## src/rtl/pwl_act_pkg.sv

```systemverilog
// ============================================================================
//  Module   : pwl_act_pkg
//  Brief    : Shared encodings and constants for the piecewise-linear
//             sigmoid/tanh activation pipeline.
//  Revision : 1.0 - initial release
// ============================================================================
`default_nettype none

package pwl_act_pkg;

    typedef enum logic {
        MODE_SIGMOID = 1'b0,
        MODE_TANH    = 1'b1
    } mode_e;

    typedef enum logic [1:0] {
        SEG_0 = 2'd0,
        SEG_1 = 2'd1,
        SEG_2 = 2'd2,
        SEG_3 = 2'd3
    } seg_e;

    // Breakpoints and saturation limit in quarter units, so 2.25 stays exact
    // even when the input has a single fractional bit.
    localparam int c_bp1_q2 = 4;   // 1.0
    localparam int c_bp2_q2 = 9;   // 2.25
    localparam int c_bp3_q2 = 12;  // 3.0
    localparam int c_sat_q2 = 16;  // 4.0

    localparam int c_shift_seg0 = 2;
    localparam int c_shift_seg1 = 3;
    localparam int c_shift_seg2 = 4;
    localparam int c_shift_seg3 = 5;

    // Intercepts with 11 fractional bits
    localparam int c_icpt_frac = 11;
    localparam int c_icpt_seg0 = 1024;  // 0.5
    localparam int c_icpt_seg1 = 1286;  // 0.6279296875
    localparam int c_icpt_seg2 = 1570;  // 0.7666015625
    localparam int c_icpt_seg3 = 1760;  // 0.859375

    function automatic int seg_shift(input seg_e seg);
        case (seg)
            SEG_0:   return c_shift_seg0;
            SEG_1:   return c_shift_seg1;
            SEG_2:   return c_shift_seg2;
            default: return c_shift_seg3;
        endcase
    endfunction

    function automatic int seg_icpt(input seg_e seg);
        case (seg)
            SEG_0:   return c_icpt_seg0;
            SEG_1:   return c_icpt_seg1;
            SEG_2:   return c_icpt_seg2;
            default: return c_icpt_seg3;
        endcase
    endfunction

    // Enough fractional bits to hold a/32 exactly and the 11-bit intercepts
    function automatic int calc_prec(input int frac);
        return (frac + 6 > c_icpt_frac) ? frac + 6 : c_icpt_frac;
    endfunction

endpackage

`default_nettype wire

```

## src/rtl/pwl_seg_eval.sv

```systemverilog
// ============================================================================
//  Module   : pwl_seg_eval
//  Brief    : Combinational segment evaluator f = a / 2^shift + intercept,
//             exact at PREC fractional bits.
//  Revision : 1.0 - initial release
// ============================================================================
`default_nettype none

module pwl_seg_eval
    import pwl_act_pkg::*;
#(
    parameter int IN_W = 8,
    parameter int PREC = 11
) (
    input  logic [IN_W-2:0] i_a,
    input  seg_e            i_seg,
    output logic [PREC+1:0] o_f
);

    localparam int c_frac = IN_W - 3;

    logic [PREC+1:0] w_a_p;
    logic [PREC+1:0] w_icpt;

    assign w_a_p = {i_a, {(PREC - c_frac){1'b0}}};

    always_comb begin
        w_icpt = (PREC + 2)'(seg_icpt(i_seg)) << (PREC - c_icpt_frac);
        o_f    = (w_a_p >> seg_shift(i_seg)) + w_icpt;
    end

endmodule

`default_nettype wire

```

## src/rtl/pwl_act_pipe.sv

```systemverilog
// ============================================================================
//  Module   : pwl_act_pipe
//  Brief    : 3-stage piecewise-linear sigmoid/tanh unit with valid/ready on
//             both sides and a global stall.
//  Revision : 1.0 - initial release
// ============================================================================
`default_nettype none

module pwl_act_pipe
    import pwl_act_pkg::*;
#(
    parameter int IN_W  = 8,
    parameter int OUT_W = 16
) (
    input  logic             clk,
    input  logic             rst,
    input  logic             i_in_valid,
    output logic             o_in_ready,
    input  logic [IN_W-1:0]  i_x,
    input  logic             i_mode,
    output logic             o_out_valid,
    input  logic             i_out_ready,
    output logic [OUT_W-1:0] o_y,
    output logic             o_sat
);

    localparam int c_frac = IN_W - 3;
    localparam int c_prec = calc_prec(c_frac);
    localparam int c_fw   = c_prec + 2;
    localparam int c_vw   = c_prec + OUT_W + 4;
    localparam int c_shl  = (OUT_W - 1 > c_prec) ? (OUT_W - 1 - c_prec) : 0;
    localparam int c_shr  = (c_prec > OUT_W - 1) ? (c_prec - (OUT_W - 1)) : 0;

    localparam logic [IN_W+2:0]        c_sat_lim = (IN_W + 3)'(c_sat_q2 << c_frac);
    localparam logic [IN_W:0]          c_bp1     = (IN_W + 1)'(c_bp1_q2 << c_frac);
    localparam logic [IN_W:0]          c_bp2     = (IN_W + 1)'(c_bp2_q2 << c_frac);
    localparam logic [IN_W:0]          c_bp3     = (IN_W + 1)'(c_bp3_q2 << c_frac);
    localparam logic signed [c_vw-1:0] c_one     = c_vw'(1) << c_prec;

    logic w_en;

    logic            w_neg;
    logic [IN_W:0]   w_ext;
    logic [IN_W:0]   w_mag;
    logic [IN_W:0]   w_a_raw;
    logic [IN_W+2:0] w_a_raw4;
    logic            w_sat;
    logic [IN_W-2:0] w_a;
    logic [IN_W:0]   w_a4;
    seg_e            w_seg;

    logic            r_s1_valid;
    logic [IN_W-2:0] r_s1_a;
    seg_e            r_s1_seg;
    logic            r_s1_neg;
    mode_e           r_s1_mode;
    logic            r_s1_sat;

    logic [c_fw-1:0] w_f;

    logic            r_s2_valid;
    logic [c_fw-1:0] r_s2_f;
    logic            r_s2_neg;
    mode_e           r_s2_mode;
    logic            r_s2_sat;

    logic signed [c_vw-1:0] w_f_s;
    logic signed [c_vw-1:0] w_t;
    logic signed [c_vw-1:0] w_v;
    logic [OUT_W-1:0]       w_y;

    logic             r_out_valid;
    logic [OUT_W-1:0] r_y;
    logic             r_sat;

    // One stall signal for the whole pipe: bubbles are carried, never squeezed
    assign w_en        = !r_out_valid || i_out_ready;
    assign o_in_ready  = w_en;
    assign o_out_valid = r_out_valid;
    assign o_y         = r_y;
    assign o_sat       = r_sat;

    // Operand fold: magnitude, tanh doubling, clamp just below 4.0, segment pick
    always_comb begin
        w_neg    = i_x[IN_W-1];
        w_ext    = {i_x[IN_W-1], i_x};
        w_mag    = w_neg ? -w_ext : w_ext;
        w_a_raw  = (mode_e'(i_mode) == MODE_TANH) ? {w_mag[IN_W-1:0], 1'b0} : w_mag;
        w_a_raw4 = {w_a_raw, 2'b00};
        w_sat    = (w_a_raw4 >= c_sat_lim);
        w_a      = w_sat ? '1 : w_a_raw[IN_W-2:0];
        w_a4     = {w_a, 2'b00};
        w_seg    = SEG_0;
        if (w_a4 >= c_bp3) begin
            w_seg = SEG_3;
        end else if (w_a4 >= c_bp2) begin
            w_seg = SEG_2;
        end else if (w_a4 >= c_bp1) begin
            w_seg = SEG_1;
        end
    end

    pwl_seg_eval #(
        .IN_W (IN_W),
        .PREC (c_prec)
    ) u_seg_eval (
        .i_a   (r_s1_a),
        .i_seg (r_s1_seg),
        .o_f   (w_f)
    );

    // Sign/mode fold, then floor by dropping low bits of the signed value
    always_comb begin
        w_f_s = $signed(c_vw'(r_s2_f));
        w_t   = (w_f_s <<< 1) - c_one;
        if (r_s2_mode == MODE_TANH) begin
            w_v = r_s2_neg ? -w_t : w_t;
        end else begin
            w_v = r_s2_neg ? (c_one - w_f_s) : w_f_s;
        end
        w_y = OUT_W'((w_v <<< c_shl) >>> c_shr);
    end

    always_ff @(posedge clk) begin
        if (rst) begin
            r_s1_valid  <= 1'b0;
            r_s1_a      <= '0;
            r_s1_seg    <= SEG_0;
            r_s1_neg    <= 1'b0;
            r_s1_mode   <= MODE_SIGMOID;
            r_s1_sat    <= 1'b0;
            r_s2_valid  <= 1'b0;
            r_s2_f      <= '0;
            r_s2_neg    <= 1'b0;
            r_s2_mode   <= MODE_SIGMOID;
            r_s2_sat    <= 1'b0;
            r_out_valid <= 1'b0;
            r_y         <= '0;
            r_sat       <= 1'b0;
        end else if (w_en) begin
            r_s1_valid  <= i_in_valid;
            r_s1_a      <= w_a;
            r_s1_seg    <= w_seg;
            r_s1_neg    <= w_neg;
            r_s1_mode   <= mode_e'(i_mode);
            r_s1_sat    <= w_sat;
            r_s2_valid  <= r_s1_valid;
            r_s2_f      <= w_f;
            r_s2_neg    <= r_s1_neg;
            r_s2_mode   <= r_s1_mode;
            r_s2_sat    <= r_s1_sat;
            r_out_valid <= r_s2_valid;
            r_y         <= w_y;
            r_sat       <= r_s2_sat;
        end
    end

endmodule

`default_nettype wire

```

## config.mk

```make
export PLATFORM = sky130hd
export DESIGN_NAME = pwl_act_pipe
export DESIGN_NICKNAME = d
export VERILOG_FILES = /design/src/rtl/pwl_act_pkg.sv /design/src/rtl/pwl_seg_eval.sv /design/src/rtl/pwl_act_pipe.sv
export SDC_FILE = /design/constraint.sdc
export NUM_CORES = 1
export LEC_CHECK = 0
export ABC_AREA = 0
export CORE_MARGIN = 1
export CORE_UTILIZATION = 69
export CTS_BUF_LIST = sky130_fd_sc_hd__clkbuf_8 sky130_fd_sc_hd__clkbuf_16
export DETAILED_ROUTE_END_ITERATION = 10
export DONT_BUFFER_PORTS = 1
export GPL_TIMING_DRIVEN = 0
export PLACE_DENSITY = 0.85
export SLEW_MARGIN = 15
export SYNTH_ARGS = -nofsm -noshare
export SYNTH_HDL_FRONTEND = slang
export SYNTH_SLANG_ARGS = --single-unit
```

## constraint.sdc

```tcl
create_clock -name clk -period 4.6 [get_ports clk]
set_input_delay 0.92 -clock clk [delete_from_list [all_inputs] [get_ports clk]]
set_output_delay 0.92 -clock clk [all_outputs]
set_load 0.05 [all_outputs]
```

==> results.md <==
- Nets: 420
- Internal power: 734 uW
- Initial antenna violation count: 0
- Max clock buf depth: 2
- Number of flops mapped to enable cells by yosys: 0
- Largest family of logic cells by synthesized area: simple AND/OR/NAND/NOR gates
- GRT Util Overall: 35.9%
- Layout cells sized above 1: 6.58%
- Dpl cell area: 3050 sq um
- Worst-margin pin slew: 1120 ps
- Post-synthesis mux area share: 7.41%
- Ys Warns: 0
- DRC: 0
- Final instance area: 3160 sq um
- Worst-skew pair later-pin latency: 300 ps
- Final Max Slew Viols: 0
- Worst-path clk slew: 90 ps
- Die area: 4570 sq um
- Slew margin rel.: 25.2%
- Main synth FF type: dfxtp_1
- Final setup fails: 0
- Worst vdd ir: 298 uV
- Clk sink count: 43
- Post-Syn Area: 2970 sq um
- First-pass GRT wire length: 12.2 mm
- Register area share after synthesis: 29.0%
- Core footprint: 4060 sq um
- Port buffer count: 0
- Routed length per instance: 17.1 um
- Post-route ant nets: 0
- Type of the tightest min-delay check: reg2reg
- Simple-Gate Fraction of Synth Area: 24.6%
- Max-cap violation count: 0
- Wirelength, routed: 7.61 mm
- Largest net degree at the start of global routing: 15
- Startpoint types: flop
- Post-Synth XOR/XNOR Area: 5.31%
- Yosys reg bits: 43
- ANT cells: 0
- Sw Pwr: 462 uW
- Clock power frac: 25.0%
- Post-Place Worst Slack: 1230 ps
- Final period util: 74.6%
- Unique cell type count in the Yosys netlist: 60
- DP HPWL: 5.68 mm
- Status: completed
- CTS tree: built
- Worst EP arrival: 3680 ps
- Vias: 2,878
- Clock buffer count from CTS: 5
- CP endpoint kind: flop
- Die Wd: 67.6 um
- Worst Path Max Fanout: 10
- Reg power frac: 42.9%
- PostCTS Resize Cnt: 0
- Overflow after GRT: 0
- Hold Violations, Final: 0
- DR pass1 iterations: 5
- Syn_area_per_cell: 7.74 sq um
- Die height: 67.6 um
- Setup slack after layout: 1170 ps
- Crit Path Class: reg2reg
- Clock skew: 15.3 ps
- Comb power frac: 32.1%
- Mapped Cells: 384
- Vias per cell: 6.47
- RSZ-0062 raised after global routing: false
- Req. time, crit path: 4850 ps
- CTS H-tree lvls: 2
- Vias in the first global route: 2,640
- Post-CTS Hold Fix Bufs: 0
- Area grow syn2layout: 6.27%
- Root buffer cell: clkbuf_8
- Fmax: 0.292 GHz
- Leakage power: 1.28 nW
- Initial Utilization: 73.2%
- Rows: 23
- Sw Share: 38.6%
- Final TNS setup: 0 ps
- Final hold slack: 459 ps
- RePlAce Congestion: 0.933
- Adder-cell share of the synthesized area: 5.73%
- Final critical-path required period: 3430 ps
- Postcts setup bufs: 0
- Power density over the cells: 379 nW/um^2
- Async SR Flop Fraction: 0%
- Post-synthesis compound-gate area fraction: 21.6%
- Initial DRC count: 291
- Ports: 32
## cells by family (layout without fill, tap and decap cells)
group,Yosys count,after routing
and+or+nand+nor,151,151
AOI/OAI and AO/OA,93,93
DFF,43,43
buffers and inverters,43,51
muxes,22,22
xor gates and xnor gates,18,18
adders and majority gates,13,13
other,1,4
## synthesized netlist by cell type (6+ instances only)
master	n	area share [%]
o31ai_1	6	1.5
clkbuf_1	24	3.0
a21oi_1	31	5.2
dfxtp_1	43	29
mux2i_1	22	7.4
nor3_1	15	2.5
o21ai_0	13	2.2
nor2_1	33	4.2
inv_1	11	1.4
nand2_1	56	7.1
ha_1	12	5.1
nand3_1	8	1.3
xor2_1	13	3.8
a211oi_1	6	1.5
## final cells by class
class	instances	area [sq um]
multi-input cells	301	1940
fillers	282	900
flip-flops and latches	43	861
plain buffers	31	140
clock buffers	5	68.8
well taps	50	62.6
inverters	12	45.0
clock inverters	3	43.8
## metrics by stage
step	utilization (%)	power, mW	instances
after CTS	77.8	1.18	445
final	77.8	1.20	445
after global placement	75.1	0.878	437
after detailed placement	75.1	0.890	437
after floorplan	-	0.805	387
after global routing	77.8	1.25	445
## critical path: stages, from the launching register on
cell	delay, ps
dfxtp_1	340
inv_1	110
ha_1	160
clkbuf_1	330
clkbuf_1	410
nor2_1	90
a21oi_1	170
nor2_1	70
nor2_1	90
o21ai_0	80
ha_1	370
and2_1	170
a21boi_0	260
a31oi_1	210
or4_1	450
nand3_1	70
## routing by layer
metal | vias to the layer above | part of all wire, % | global-route usage [%]
met5 | - | 0 | 0
met4 | 0 | 1.6 | 17.0
met3 | 15 | 7.4 | 6.76
met2 | 116 | 48 | 58.0
met1 | 1364 | 43 | 45.6
li1 | 1383 | - | -
## cell usage in the layout, fill, tap and decap left out, drive strengths merged, types with 6 or more instances in the layout
cell type and instances:
nor2 33, o21ai 13, mux2i 22, buf 7, o31ai 7, a211oi 6
xor2 13, nand2 56, ha 12, nand3 8, dfxtp 43, clkbuf 29
or4 6, a21oi 31, inv 11, nor3 15
## flip-flops by register name, indices dropped and copies added, names as in the netlist
signal,count
r_s2_mode,1
r_s2_neg,1
r_s1_seg,2
r_s1_valid,1
o_sat,1
o_y,12
r_s1_a,7
r_s1_sat,1
r_s1_neg,1
o_out_valid,1
r_s2_valid,1
r_s1_mode,1
r_s2_sat,1
r_s2_f,12
## worst paths after layout
check | end | slack [ps] | start | cells after the start
setup / recovery | r_s2_f[8]$_SDFFE_PP0P_ | 1170 | r_s1_seg[1]$_SDFFE_PP0P_ | 15
hold / removal | r_s2_neg$_SDFFE_PP0P_ | 460 | r_s1_neg$_SDFFE_PP0P_ | 2
setup reg to reg | r_s2_f[8]$_SDFFE_PP0P_ | 1170 | r_s1_seg[1]$_SDFFE_PP0P_ | 15
hold reg to reg | r_s2_neg$_SDFFE_PP0P_ | 460 | r_s1_neg$_SDFFE_PP0P_ | 2
## power groups by stage
stage               combinational, mW  sequential (mW)  clock (mW)
floorplan                       0.300            0.505           0
global placement                0.361            0.517           0
detailed placement              0.371            0.519           0
CTS                             0.377            0.511       0.294
global route                    0.423            0.519       0.311
finish                          0.384            0.513       0.299
No activity file was read; power rests on OpenSTA's default activity.
